**config.mk**
```make
export PLATFORM = sky130hd
export DESIGN_NAME = puf_req_sched
export DESIGN_NICKNAME = d
export VERILOG_FILES = /design/src/rtl/puf_req_sched.sv
export SDC_FILE = /design/constraint.sdc
export NUM_CORES = 1
export LEC_CHECK = 0
export ABC_CLOCK_PERIOD_IN_PS = 4300
export BUFFER_PORTS_ARGS = -buffer_cell sky130_fd_sc_hd__buf_2
export CORE_AREA = 2 2 360 362
export CTS_CLUSTER_SIZE = 10
export DETAILED_ROUTE_END_ITERATION = 10
export DIE_AREA = 0 0 362 364
export PLACE_DENSITY = 0.37
export SETUP_SLACK_MARGIN = 0.4
export SLEW_MARGIN = 25
export SYNTH_ARGS = -nofsm -noshare
export SYNTH_HDL_FRONTEND = slang
export SYNTH_SLANG_ARGS = --single-unit
```
**constraint.sdc**
```tcl
create_clock -name clk_i -period 4.3 [get_ports clk_i]
set_input_delay 0.86 -clock clk_i [delete_from_list [all_inputs] [get_ports clk_i]]
set_output_delay 0.86 -clock clk_i [all_outputs]
set_load 0.02 [all_outputs]
```
**src/rtl/puf_req_sched.sv**
```systemverilog
// Round-robin scheduler sharing one PUF core between NUM_REQ requesters.
// Define PUF_REQ_SCHED_ZEROIZE_EN to scrub response and challenge after every handshake.
module puf_req_sched #(
    parameter int NUM_REQ     = 2,
    parameter int CHAL_W      = 128,
    parameter int RESP_W      = 256,
    parameter int WARMUP_CYC  = 4,
    parameter int TIMEOUT_CYC = 1024,
    localparam int GNT_W      = (NUM_REQ > 1) ? $clog2(NUM_REQ) : 1
) (
    input  logic                       clk_i,
    input  logic                       rst_i,
    input  logic [NUM_REQ-1:0]         req_valid_i,
    output logic [NUM_REQ-1:0]         req_ready_o,
    input  logic [NUM_REQ-1:0]         req_mode_i,
    input  logic [NUM_REQ*CHAL_W-1:0]  req_chal_i,
    output logic [NUM_REQ-1:0]         rsp_valid_o,
    input  logic [NUM_REQ-1:0]         rsp_ready_i,
    output logic [RESP_W-1:0]          rsp_data_o,
    output logic                       rsp_err_o,
    output logic                       puf_enable_o,
    output logic                       puf_mode_o,
    output logic                       puf_ready_cha_o,
    output logic [CHAL_W-1:0]          puf_chal_o,
    input  logic                       puf_rsp_valid_i,
    input  logic [RESP_W-1:0]          puf_rsp_i,
    output logic                       busy_o,
    output logic [GNT_W-1:0]           grant_o
);

    localparam int CNT_MAX = (WARMUP_CYC > TIMEOUT_CYC) ? WARMUP_CYC : TIMEOUT_CYC;
    localparam int CNT_W   = $clog2(CNT_MAX);

    typedef enum logic [2:0] {
        ST_IDLE,
        ST_ENABLE,
        ST_CHAL,
        ST_WAIT,
        ST_RESP
    } state_t;

    state_t              r_state;
    state_t              w_next_state;
    logic [CNT_W-1:0]    r_cnt;
    logic [GNT_W-1:0]    r_rr;
    logic [GNT_W-1:0]    r_grant;
    logic [NUM_REQ-1:0]  r_req_ready;
    logic [NUM_REQ-1:0]  r_rsp_valid;
    logic [RESP_W-1:0]   r_rsp_data;
    logic                r_rsp_err;
    logic [CHAL_W-1:0]   r_chal;
    logic [CHAL_W-1:0]   r_puf_chal;
    logic                r_puf_enable;
    logic                r_puf_mode;
    logic                r_puf_cha;
    logic                r_busy;

    logic                w_any_req;
    logic                w_hi_found;
    logic [GNT_W-1:0]    w_hi_idx;
    logic [GNT_W-1:0]    w_lo_idx;
    logic [GNT_W-1:0]    w_gnt_idx;
    logic [CHAL_W-1:0]   w_sel_chal;
    logic                w_sel_mode;

    assign w_any_req = |req_valid_i;

    // Requesters at or above the pointer beat those below it; the downward scan
    // leaves the lowest qualifying index in each candidate.
    // NOTE: every signal written here gets a default first so no latch is inferred.
    always_comb begin
        w_hi_found = 1'b0;
        w_hi_idx   = '0;
        w_lo_idx   = '0;
        for (int j = NUM_REQ - 1; j >= 0; j--) begin
            if (req_valid_i[j]) begin
                w_lo_idx = GNT_W'(j);
                if (GNT_W'(j) >= r_rr) begin
                    w_hi_found = 1'b1;
                    w_hi_idx   = GNT_W'(j);
                end
            end
        end
        w_gnt_idx  = w_hi_found ? w_hi_idx : w_lo_idx;
        w_sel_chal = '0;
        w_sel_mode = 1'b0;
        for (int j = 0; j < NUM_REQ; j++) begin
            if (GNT_W'(j) == w_gnt_idx) begin
                w_sel_chal = req_chal_i[j*CHAL_W +: CHAL_W];
                w_sel_mode = req_mode_i[j];
            end
        end
    end

    always_comb begin
        w_next_state = r_state;
        case (r_state)
            ST_IDLE:   if (w_any_req) w_next_state = ST_ENABLE;
            ST_ENABLE: if (r_cnt == '0) w_next_state = ST_CHAL;
            ST_CHAL:   w_next_state = ST_WAIT;
            ST_WAIT:   if (puf_rsp_valid_i || (r_cnt == '0)) w_next_state = ST_RESP;
            ST_RESP:   if (rsp_ready_i[r_grant]) w_next_state = ST_IDLE;
            default:   w_next_state = ST_IDLE;
        endcase
    end

    // NOTE: sequential state uses non-blocking assignments so every flop samples pre-edge values.
    always_ff @(posedge clk_i) begin
        if (rst_i) r_state <= ST_IDLE;
        else       r_state <= w_next_state;
    end

    // NOTE: the wide response register is reset too, so a dropped response never resurfaces.
    always_ff @(posedge clk_i) begin
        if (rst_i) begin
            r_cnt        <= '0;
            r_rr         <= '0;
            r_grant      <= '0;
            r_req_ready  <= '0;
            r_rsp_valid  <= '0;
            r_rsp_data   <= '0;
            r_rsp_err    <= 1'b0;
            r_chal       <= '0;
            r_puf_chal   <= '0;
            r_puf_enable <= 1'b0;
            r_puf_mode   <= 1'b0;
            r_puf_cha    <= 1'b0;
            r_busy       <= 1'b0;
        end else begin
            r_req_ready <= '0;
            r_puf_cha   <= 1'b0;
            r_busy      <= (w_next_state != ST_IDLE);
            case (r_state)
                ST_IDLE: begin
                    if (w_any_req) begin
                        r_req_ready  <= NUM_REQ'(1) << w_gnt_idx;
                        r_grant      <= w_gnt_idx;
                        r_rr         <= (w_gnt_idx == GNT_W'(NUM_REQ - 1)) ? '0 : w_gnt_idx + GNT_W'(1);
                        r_chal       <= w_sel_chal;
                        r_puf_mode   <= w_sel_mode;
                        r_puf_enable <= 1'b1;
                        r_cnt        <= CNT_W'(WARMUP_CYC - 1);
                    end
                end
                ST_ENABLE: begin
                    if (r_cnt == '0) begin
                        r_puf_cha  <= 1'b1;
                        r_puf_chal <= r_chal;
                    end else begin
                        r_cnt <= r_cnt - CNT_W'(1);
                    end
                end
                ST_CHAL: r_cnt <= CNT_W'(TIMEOUT_CYC - 1);
                ST_WAIT: begin
                    // A response arriving on the last counted cycle still wins over the timeout.
                    if (puf_rsp_valid_i) begin
                        r_rsp_data   <= puf_rsp_i;
                        r_rsp_err    <= 1'b0;
                        r_rsp_valid  <= NUM_REQ'(1) << r_grant;
                        r_puf_enable <= 1'b0;
                    end else if (r_cnt == '0) begin
                        r_rsp_data   <= '0;
                        r_rsp_err    <= 1'b1;
                        r_rsp_valid  <= NUM_REQ'(1) << r_grant;
                        r_puf_enable <= 1'b0;
                    end else begin
                        r_cnt <= r_cnt - CNT_W'(1);
                    end
                end
                ST_RESP: begin
                    if (rsp_ready_i[r_grant]) begin
                        r_rsp_valid <= '0;
`ifdef PUF_REQ_SCHED_ZEROIZE_EN
                        r_rsp_data  <= '0;
                        r_chal      <= '0;
`endif
                    end
                end
                default: ;
            endcase
`ifdef PUF_REQ_SCHED_ZEROIZE_EN
            if ((w_next_state != ST_CHAL) && (w_next_state != ST_WAIT)) r_puf_chal <= '0;
`endif
        end
    end

    assign req_ready_o     = r_req_ready;
    assign rsp_valid_o     = r_rsp_valid;
    assign rsp_data_o      = r_rsp_data;
    assign rsp_err_o       = r_rsp_err;
    assign puf_enable_o    = r_puf_enable;
    assign puf_mode_o      = r_puf_mode;
    assign puf_ready_cha_o = r_puf_cha;
    assign puf_chal_o      = r_puf_chal;
    assign busy_o          = r_busy;
    assign grant_o         = r_grant;

endmodule

```
==> results of run 1 <==
[critical path: stages, from the launching register on]
cell and delay [ns]:
dfxtp_1 0.47, nor3_1 0.58, o21ai_4 0.34, buf_12 0.28, a222oi_1 0.51, nor2_1 0.07
[registers in the layout (all words and copies together) (netlist names)]
register,count
r_rr,1
puf_ready_cha_o,1
r_state,3
rsp_data_o,256
rsp_err_o,1
req_ready_o,2
puf_mode_o,1
r_chal,128
busy_o,1
puf_enable_o,1
r_cnt,10
puf_chal_o,128
grant_o,1
rsp_valid_o,2
[power groups by stage]
stage                     combinational, W  sequential (W)  clock [W]
after floorplan                    0.00157         0.00592          0
after global placement             0.00291         0.00580          0
after detailed placement           0.00291         0.00580          0
after CTS                          0.00292         0.00570    0.00596
after global routing               0.00314         0.00576    0.00615
final                              0.00283         0.00570    0.00570
[through the flow]
| step | power [W] | cells | hold slack (ns) |
|---|---|---|---|
| detailed placement | 0.00872 | 4176 | 0.442 |
| floorplan | 0.00749 | 1710 | 0.432 |
| finish | 0.0142 | 4302 | 0.408 |
| global route | 0.0150 | 4295 | 0.342 |
| CTS | 0.0146 | 4291 | 0.316 |
| global placement | 0.00871 | 4176 | 0.439 |
[synthesized netlist by cell type, drive strengths merged (2+ instances only)]
| master | count | area (um^2) |
|---|---|---|
| nor3 | 10 | 55.1 |
| a211oi | 10 | 75.1 |
| a222oi | 129 | 1290 |
| a22o | 256 | 2240 |
| a21oi | 140 | 701 |
| a21o | 2 | 15.0 |
| o21a | 2 | 15.0 |
| dfxtp | 536 | 10700 |
| o21ai | 6 | 30.0 |
| nor2b | 5 | 31.3 |
| inv | 5 | 18.8 |
| o311ai | 2 | 17.5 |
| clkbuf | 109 | 409 |
| or2 | 2 | 12.5 |
| nand2b | 3 | 18.8 |
| a31oi | 2 | 12.5 |
| nor3b | 2 | 20.0 |
| nand2 | 263 | 987 |
| nor2 | 147 | 552 |
| ha | 2 | 25.0 |
| buf | 57 | 462 |
| and2 | 2 | 12.5 |
[logic make-up (layout without fill, tap and decap cells)]
group                      after synthesis  in the layout
DFF                                    536            536
muxes                                    1              1
adders and majority gates                2              2
AOI/OAI and AO/OA                      560            560
other                                    0             11
and+or+nand+nor                        440            440
buffers and inverters                  171           1077
[final cells by class]
cell class | instances | area share [%]
Sequential cell | 536 | 40.5
Multi-Input combinational cell | 1003 | 23.9
Timing Repair Buffer | 957 | 19.2
Tap cell | 1675 | 7.91
Clock buffer | 100 | 7.50
Clock inverter | 15 | 0.813
Antenna cell | 11 | 0.104
Inverter | 5 | 0.0709
[how the worst max path moves through the flow]
| stage | start | to | slack, ns | cells after the start |
|---|---|---|---|---|
| 2_1_floorplan | rst_i | rsp_data_o[135]$_SDFFE_PP0P_ | 2.22 | 5 |
| 5_1_grt | r_state[2]$_SDFF_PP0_ | puf_chal_o[52]$_SDFFE_PP0P_ | 1.33 | 6 |
| 3_3_place_gp | req_valid_i[0] | r_chal[51]$_SDFFE_PP0P_ | 1.46 | 7 |
| 6_report | r_state[1]$_SDFF_PP0_ | r_chal[66]$_SDFFE_PP0P_ | 1.56 | 5 |
| 4_1_cts | r_cnt[0]$_SDFFE_PP0P_ | rsp_data_o[103]$_SDFFE_PP0P_ | 1.53 | 7 |
| 3_5_place_dp | req_valid_i[0] | r_chal[63]$_SDFFE_PP0P_ | 1.41 | 7 |
[metal layers]
layer,vias to the layer above,track usage (%),share of wire (%)
li1,8073,-,-
met1,7905,13.1,39
met4,44,3.43,2.5
met2,671,19.8,48
met5,-,0,0.36
met3,164,5.94,11
==> results.json, run 1 <==
{
  "fp.dieArea_um2": 132000,
  "synth_mux_area_share_pct": 0.0629,
  "synth-edff-count": 0,
  "vias_per_cell": 3.92,
  "finalSetupTns_ns": 0,
  "area_growth_pct": 47.9,
  "finalSetupViolations": 0,
  "postSynth.asyncResetShare_pct": 0,
  "netSwitchingFraction_pct": 31.6,
  "power_frac_seq_pct": 40.1,
  "rsz0062_at_grt": "false",
  "cts_max_level": 3,
  "grt_pass1_wl_mm": 116,
  "synth_xor_area_share_pct": 0,
  "cts_sinks": 536,
  "synth_top_family_by_area": "compound AO/OA/AOI/OAI gates",
  "reg2reg_to": "r_chal[66]$_SDFFE_PP0P_",
  "p_int_w": 0.00973,
  "path_class": "reg2reg",
  "cts_root_buf": "clkbuf_16",
  "grt_max_degree": 164,
  "min_period_ns": 2.74,
  "cts_hold_buf": 0,
  "ys.flop_type": "dfxtp_1",
  "track_usage_pct": 11.8,
  "relSlewSlack_pct": 33.8,
  "fillCellCount": 14352,
  "tightestPinTransition_ns": 0.994,
  "min_from": "puf_rsp_i[144]",
  "ys_seq_elements": 536,
  "clk_latency_ns": 0.65,
  "max_freq_mhz": 365,
  "multiInputGateArea_um2": 6320,
  "synth.distinct_cells": 45,
  "synth_compound_gate_area_share_pct": 25.2,
  "port_buffers": 914,
  "avgSynthCellArea_um2": 10.5,
  "gp_congestion": 0.760,
  "die_height_um": 364,
  "core_um2": 128000,
  "drive_gt1_share_pct": 40.8,
  "first_iter_violations": 1228,
  "r2r_start": "r_state[1]$_SDFF_PP0_",
  "endpoint_kind": "flip-flop",
  "leakage_nw": 11.8,
  "cts_buffers": 70,
  "hpwlAfterDp_mm": 59.5,
  "num_vias": 16857,
  "peakVddDrop_v": 0.000249,
  "cts_resized": 0,
  "grt_pass1_vias": 16616,
  "rrSetupSlack_ns": 1.56,
  "synthAdderAreaFrac_pct": 0.140,
  "finalCritPeriodShare_pct": 63.7,
  "power.switching_w": 0.00450,
  "num_rows": 132,
  "design_area_um2": 26500,
  "holdPathStages": 2,
  "power_frac_comb_pct": 19.9,
  "antenna_found_initial": 42,
  "worst-path-max-fanout": 112,
  "final_cell_mix": "913 x buf_2, 536 x dfxtp_1, 262 x nand2_1, 256 x a22o_1, 147 x nor2_1",
  "crit_required_ns": 4.77,
  "post-route-drc-count": 0,
  "final_common_cell": "buf_2",
  "startpoint_type": "flip-flop",
  "drtPass1Iterations": 6,
  "reg2reg_depth": 5,
  "cts_max_path_buffers": 3,
  "report.final.slew_viol_count": 0,
  "final_core_util_pct": 20.6,
  "dpl_worst_slack_ns": 1.41,
  "wire_per_inst_um": 19.1,
  "grt_remaining_overflow": 0,
  "setup_ws_ns": 1.56,
  "synth-simple-area-share_pct": 9.72,
  "syn_inst": 1710,
  "drv_cap": 0,
  "synth-seq-area-share_pct": 59.9,
  "skew_ns": 0.0305,
  "netlist_area_um2": 17900,
  "cts_setup_buffers": 0,
  "min_to": "rsp_data_o[144]$_SDFFE_PP0P_",
  "initial_core_util_pct": 13.9,
  "path_clk_slew_ns": 0.06,
  "arrival_ns": 3.21,
  "die_w_um": 362,
  "ios": 915,
  "hp-class": "in2reg",
  "dpl-instance-area_um2": 24300,
  "cts_tree": "built",
  "p_clk_share_pct": 40.1,
  "regArea_um2": 10700,
  "status": "finished clean",
  "yosys_warnings": 0,
  "finalNetCount": 3096,
  "syn-num-nets": 2233,
  "antenna_left": 0,
  "power_density_nw_per_um2": 537,
  "finalHoldViolations": 0,
  "drt_wl_total_mm": 82.3
}
No activity file was read; power rests on OpenSTA's default activity.
==> run 2: changes to the inputs <==
--- a/config.mk
+++ b/config.mk
@@ -5,13 +5,14 @@
 export SDC_FILE = /design/constraint.sdc
 export NUM_CORES = 1
 export LEC_CHECK = 0
-export ABC_CLOCK_PERIOD_IN_PS = 4300
+export ABC_AREA = 1
+export ABC_CLOCK_PERIOD_IN_PS = 2700
 export BUFFER_PORTS_ARGS = -buffer_cell sky130_fd_sc_hd__buf_2
-export CORE_AREA = 2 2 360 362
+export CORE_AREA = 2 2 358 360
 export CTS_CLUSTER_SIZE = 10
 export DETAILED_ROUTE_END_ITERATION = 10
-export DIE_AREA = 0 0 362 364
-export PLACE_DENSITY = 0.37
+export DIE_AREA = 0 0 360 362
+export PLACE_DENSITY = 0.39
 export SETUP_SLACK_MARGIN = 0.4
 export SLEW_MARGIN = 25
 export SYNTH_ARGS = -nofsm -noshare
==> constraint.sdc (replaced) <==
create_clock -name clk_i -period 2.7 [get_ports clk_i]
set_input_delay 0.54 -clock clk_i [delete_from_list [all_inputs] [get_ports clk_i]]
set_output_delay 0.54 -clock clk_i [all_outputs]
set_load 0.02 [all_outputs]
==> run 2 against run 1 <==
Worst setup slack got worse by 1.0 ns. Sequential power rose by 74%. Sequential cell count did not move. Via count rose by 23%. First-iteration DRC count rose by 0.24%. Core utilization rose by 2.0 points. Critical path depth rose by 3. Routed wire length rose by 19%. Sequential share of layout area fell by 3.1 points.
==> results.json, run 2 <==
{
  "antenna_left": 0,
  "grt_max_degree": 140,
  "skew_ns": 0.0298,
  "setup_ws_ns": 0.556,
  "fp.dieArea_um2": 130000,
  "die_w_um": 360,
  "ys.flop_type": "dfxtp_1",
  "cts_buffers": 71,
  "yosys_warnings": 0,
  "final_core_util_pct": 22.7,
  "wire_per_inst_um": 19.0,
  "path_clk_slew_ns": 0.06,
  "dpl_worst_slack_ns": 0.464,
  "status": "finished clean",
  "power.switching_w": 0.00923,
  "cts_tree": "built",
  "synth-edff-count": 0,
  "netlist_area_um2": 20000,
  "yosysTopAreaCellShare_pct": 53.7,
  "relSlewSlack_pct": 37.2,
  "grt_pass1_vias": 20028,
  "power_density_nw_per_um2": 916,
  "worst-path-max-fanout": 27,
  "port_buffers": 914,
  "vias_per_cell": 4.02,
  "finalSetupViolations": 0,
  "power_w": 0.0263,
  "grt_pass1_wl_mm": 139,
  "power_frac_comb_pct": 26.7,
  "crit_required_ns": 3.22,
  "startpoint_type": "flip-flop",
  "drtPass1Iterations": 5,
  "synth_mux_area_share_pct": 0,
  "die_height_um": 362,
  "synth.distinct_cells": 25,
  "gp_congestion": 0.803,
  "first_iter_violations": 1231,
  "synth_compound_gate_area_share_pct": 17.3,
  "min_period_ns": 2.14,
  "syn_inst": 2576,
  "p_int_w": 0.0170,
  "arrival_ns": 2.66,
  "hp-class": "in2reg",
  "ys_seq_elements": 536,
  "path_class": "reg2reg",
  "finalCritPeriodShare_pct": 79.4,
  "synth_top_area_cell": "dfxtp_1",
  "cts_hold_buf": 0,
  "largest_register_ffs": 256,
  "tightestPinTransition_ns": 0.942,
  "peakVddDrop_v": 0.000414,
  "finalHoldViolations": 0,
  "drv_cap": 0,
  "ios": 915,
  "max_freq_mhz": 466,
  "hpwlAfterDp_mm": 73.3,
  "final_cell_mix": "913 x buf_2, 827 x nand2_1, 536 x dfxtp_1, 395 x a21oi_1, 148 x inv_1",
  "synth_top_family_by_area": "simple AND/OR/NAND/NOR gates",
  "cts_sinks": 536,
  "cts_root_buf": "clkbuf_16",
  "clk_latency_ns": 0.66,
  "postSynth.asyncResetShare_pct": 0,
  "synth.area.top_cells": "dfxtp_1 54%, nand2_1 16%, a21oi_1 9.9%",
  "core_um2": 127000,
  "synth-simple-area-share_pct": 20.4,
  "cts_max_level": 3,
  "finalNetCount": 3959,
  "antenna_found_initial": 19,
  "final_common_cell": "buf_2",
  "synth-seq-area-share_pct": 53.7,
  "area_growth_pct": 43.6,
  "drive_gt1_share_pct": 31.9,
  "avgSynthCellArea_um2": 7.76,
  "rsz0062_at_grt": "true",
  "track_usage_pct": 14.4,
  "num_vias": 20703,
  "synth_commonest_cells": "827 x nand2_1, 536 x dfxtp_1, 395 x a21oi_1",
  "netSwitchingFraction_pct": 35.1,
  "p_clk_share_pct": 35.6,
  "num_rows": 131,
  "post-route-drc-count": 0,
  "finalSetupTns_ns": 0,
  "synth_xor_area_share_pct": 0,
  "syn-num-nets": 3099,
  "initial_core_util_pct": 15.8,
  "cts_resized": 0,
  "drt_wl_total_mm": 97.6,
  "leakage_nw": 12.1,
  "cts_setup_buffers": 0,
  "report.final.slew_viol_count": 0,
  "endpoint_kind": "flip-flop",
  "synth.most_common_cell": "nand2_1",
  "synthAdderAreaFrac_pct": 0.125,
  "grt_remaining_overflow": 0,
  "power_frac_seq_pct": 37.7,
  "cts_max_path_buffers": 3
}
-- run 2: cell types whose count changed in the layout (fill, tap and decap cells not counted), moves of 24 or more --
| cell | delta |
|---|---|
| a222oi_1 | -129 |
| nand2_1 | +565 |
| a22o_1 | -256 |
| inv_1 | +143 |
| nand3_1 | +142 |
| nor2_1 | -110 |
| o21ai_1 | +103 |
| a31oi_1 | +126 |
| a21oi_1 | +255 |
| o21ai_0 | +24 |
-- run 2: path summary, 6_finish.rpt --
check / slack [ns] / from / depth (start not counted) / to
worst max register to register: 0.56 / r_cnt[0]$_SDFFE_PP0P_ / 8 / puf_chal_o[2]$_SDFFE_PP0P_
worst min-delay path: 0.12 / puf_rsp_i[217] / 3 / rsp_data_o[217]$_SDFFE_PP0P_
worst min register to register: 0.44 / puf_chal_o[2]$_SDFFE_PP0P_ / 2 / puf_chal_o[2]$_SDFFE_PP0P_
worst max-delay path: 0.56 / r_cnt[0]$_SDFFE_PP0P_ / 8 / puf_chal_o[2]$_SDFFE_PP0P_
-- run 2: routing by layer --
metal  part of all wire [%]  global-route usage (%)
met1                     42                    17.5
met2                     48                    23.7
met3                    7.2                    4.37
met4                    2.8                    5.37
met5                   0.14                       0
-- run 2: kinds of logic (layout without fill, tap and decap cells) --
family / count (synthesis) / after routing
buffers and inverters: 357 / 1258
AOI/OAI and AO/OA: 658 / 658
and+or+nand+nor: 1023 / 1023
other: 0 / 8
DFF: 536 / 536
adders and majority gates: 2 / 2
-- run 2: power groups by stage --
| stage | clock [W] | combinational (W) | sequential [W] |
|---|---|---|---|
| 2_1_floorplan | 0 | 0.00333 | 0.0109 |
| 3_3_place_gp | 0 | 0.00711 | 0.0101 |
| 3_5_place_dp | 0 | 0.00714 | 0.0101 |
| 4_1_cts | 0.00970 | 0.00716 | 0.00994 |
| 5_1_grt | 0.0100 | 0.00779 | 0.0101 |
| 6_report | 0.00935 | 0.00701 | 0.00992 |
-- run 2: area by class of cell --
class	count	area (um^2)
fillers	14369	98000
diodes	8	20.0
multi-input cells	1683	7590
repair buffers	986	5430
clock inverters	11	174
flip-flops and latches	536	10700
well taps	1662	2080
inverters	158	606
clock buffers	103	2080
-- run 2: stage by stage --
stage / instances / area [um^2] / hold slack [ns]
6_report: 5147 / 28700 / 0.123
5_1_grt: 5145 / 28700 / 0.0740
4_1_cts: 5139 / 28700 / 0.0568
3_5_place_dp: 5025 / 26400 / 0.433
3_3_place_gp: 5025 / 26400 / 0.428
2_1_floorplan: 2576 / 20000 / 0.454
-- run 2: critical path: stages, from the launching register on --
cell and delay (ns):
dfxtp_1 0.31, inv_1 0.10, ha_1 0.15, nand3_1 0.08, nor2_2 0.20, nand3_4 0.46
buf_4 0.43, o21ai_0 0.19, a21oi_1 0.05
==> run 3: changes to the inputs <==
--- a/config.mk
+++ b/config.mk
@@ -6,7 +6,7 @@
 export NUM_CORES = 1
 export LEC_CHECK = 0
 export ABC_AREA = 1
-export ABC_CLOCK_PERIOD_IN_PS = 2700
+export ABC_CLOCK_PERIOD_IN_PS = 2200
 export BUFFER_PORTS_ARGS = -buffer_cell sky130_fd_sc_hd__buf_2
 export CORE_AREA = 2 2 358 360
 export CTS_CLUSTER_SIZE = 10
==> constraint.sdc (replaced) <==
create_clock -name clk_i -period 2.2 [get_ports clk_i]
set_input_delay 0.44 -clock clk_i [delete_from_list [all_inputs] [get_ports clk_i]]
set_output_delay 0.44 -clock clk_i [all_outputs]
set_load 0.02 [all_outputs]
==> run 3 against run 2 <==
Worst hold slack got worse by 0.062 ns. Register-to-register slack got worse by 0.15 ns. Non-clock buffer count increased by 91. Routed wire length increased by 5.7%. Largest cell class unchanged. First-iteration DRC count decreased by 4.0%.
==> results.json, run 3 (synthesis gave the netlist of run 2 again) <==
{
  "leakage_nw": 13.0,
  "status": "finished clean",
  "tightestPinTransition_ns": 1.02,
  "cts_root_buf": "clkbuf_16",
  "path_clk_slew_ns": 0.06,
  "ios": 915,
  "vias_per_cell": 4.01,
  "num_rows": 131,
  "worst-path-max-fanout": 8,
  "grt_remaining_overflow": 0,
  "largest_register_ffs": 256,
  "finalHoldViolations": 0,
  "drv_cap": 0,
  "area_growth_pct": 54.1,
  "finalNetCount": 4057,
  "relSlewSlack_pct": 32.2,
  "antenna_left": 0,
  "max_stage_delay_ns": 0.32,
  "final_core_util_pct": 24.3,
  "cts_tree": "built",
  "clk_latency_ns": 0.63,
  "hp-class": "in2reg",
  "finalSetupTns_ns": 0,
  "cts_max_path_buffers": 3,
  "arrival_ns": 2.25,
  "grt_pass1_wl_mm": 140,
  "rsz0062_at_grt": "true",
  "endpoint_kind": "flip-flop",
  "skew_ns": 0.0340,
  "report.final.slew_viol_count": 0,
  "post-route-drc-count": 0,
  "core_um2": 127000,
  "track_usage_pct": 14.5,
  "finalSetupViolations": 0,
  "grt_max_degree": 167,
  "port_buffers": 914,
  "min_period_ns": 1.79,
  "startpoint_type": "flip-flop",
  "path_class": "reg2reg",
  "gp_congestion": 0.815,
  "crit_required_ns": 2.66,
  "initial_core_util_pct": 15.8,
  "power_density_nw_per_um2": 1110,
  "peakVddDrop_v": 0.000439,
  "cts_max_level": 3,
  "cts_buffers": 72,
  "finalCritPeriodShare_pct": 81.3,
  "drive_gt1_share_pct": 36.1,
  "power_w": 0.0343,
  "final_cell_mix": "912 x buf_2, 792 x nand2_1, 530 x dfxtp_1, 374 x a21oi_1, 146 x inv_1",
  "antenna_found_initial": 21,
  "first_iter_violations": 1182,
  "die_height_um": 362,
  "die_w_um": 360,
  "num_vias": 21050,
  "max_freq_mhz": 559,
  "cts_sinks": 536,
  "drtPass1Iterations": 5,
  "wire_per_inst_um": 19.7,
  "final_common_cell": "buf_2",
  "fp.dieArea_um2": 130000,
  "cp_slowest_cell": "dfxtp_1",
  "drt_wl_total_mm": 103,
  "hpwlAfterDp_mm": 72.5,
  "crit_chain": "inv_1 > nand2_1 > nor2_4 > nand2_2 > nand2_4 > buf_12 > buf_12 > nand2_8 > clkbuf_16 > nand2_1 > a21oi_1",
  "grt_pass1_vias": 20136
}
run 3: cell types whose count changed in the layout (fill, tap and decap cells not counted), sizes merged, moves of 4 or more:
| cell | delta |
|---|---|
| clkbuf | +17 |
| clkinv | +7 |
| buf | +42 |
| dlygate4sd3 | +33 |
| nand2 | +6 |
| diode | -4 |
run 3: worst max-delay path: cells and delay by family (launching register included):
kind	cells	cell delay, ns
flip-flops	1	0.32
AND/OR/NAND/NOR	6	0.67
buffers and inverters	4	0.57
AO/OA/AOI/OAI	1	0.05
run 3: metal layers:
metal | track usage, % | wire (um) | vias up
met4 | 4.85 | 2960 | 30
met3 | 4.29 | 6800 | 156
met2 | 24.7 | 50100 | 677
li1 | - | - | 10401
met1 | 17.3 | 43200 | 9786
met5 | 0 | 171 | -
run 3: worst paths after layout:
kind | from | endpoint | slack [ns] | depth (start not counted)
hold / removal | puf_rsp_i[8] | rsp_data_o[8]$_SDFFE_PP0P_ | 0.06 | 3
hold reg to reg | puf_chal_o[28]$_SDFFE_PP0P_ | puf_chal_o[28]$_SDFFE_PP0P_ | 0.44 | 2
setup / recovery | r_cnt[7]$_SDFFE_PP0P_ | rsp_data_o[224]$_SDFFE_PP0P_ | 0.41 | 11
setup reg to reg | r_cnt[7]$_SDFFE_PP0P_ | rsp_data_o[224]$_SDFFE_PP0P_ | 0.41 | 11
run 3: area by class of cell:
| type | count | area [um^2] |
|---|---|---|
| fillers | 14174 | 95900 |
| flip-flops and latches | 536 | 10700 |
| multi-input cells | 1689 | 8130 |
| repair buffers | 1077 | 6890 |
| clock buffers | 106 | 2130 |
| well taps | 1662 | 2080 |
| inverters | 158 | 611 |
| clock inverters | 15 | 195 |
| diodes | 4 | 10.0 |
run 3: timing repair:
| action | in CTS | in global routing |
|---|---|---|
| resized for setup | 43 | 160 |
| setup endpoints to repair | 280 | 448 |
| endpoints found under the hold margin | 33 | 0 |
| hold buffers | 33 | 0 |
| cloned | 11 | 19 |
| buffers inserted | 13 | 8 |
| pin swaps | 4 | 5 |
run 3: per-stage QoR:
stage,instance area [um^2],worst slack [ns],cells,hold WS (ns)
finish,30800,0.411,5247,0.0615
floorplan,20000,0.676,2576,0.454
detailed placement,26500,0.227,5038,0.432
CTS,29700,0.348,5216,0.0000357
global placement,26500,0.194,5038,0.429
global route,30800,0.324,5246,0.0244
run 3: report_power, final:
group	switching [W]	internal, W	total, W
logic	0.00649	0.00390	0.0104
clock network	0.00471	0.00694	0.0116
registers	0.000942	0.0113	0.0122
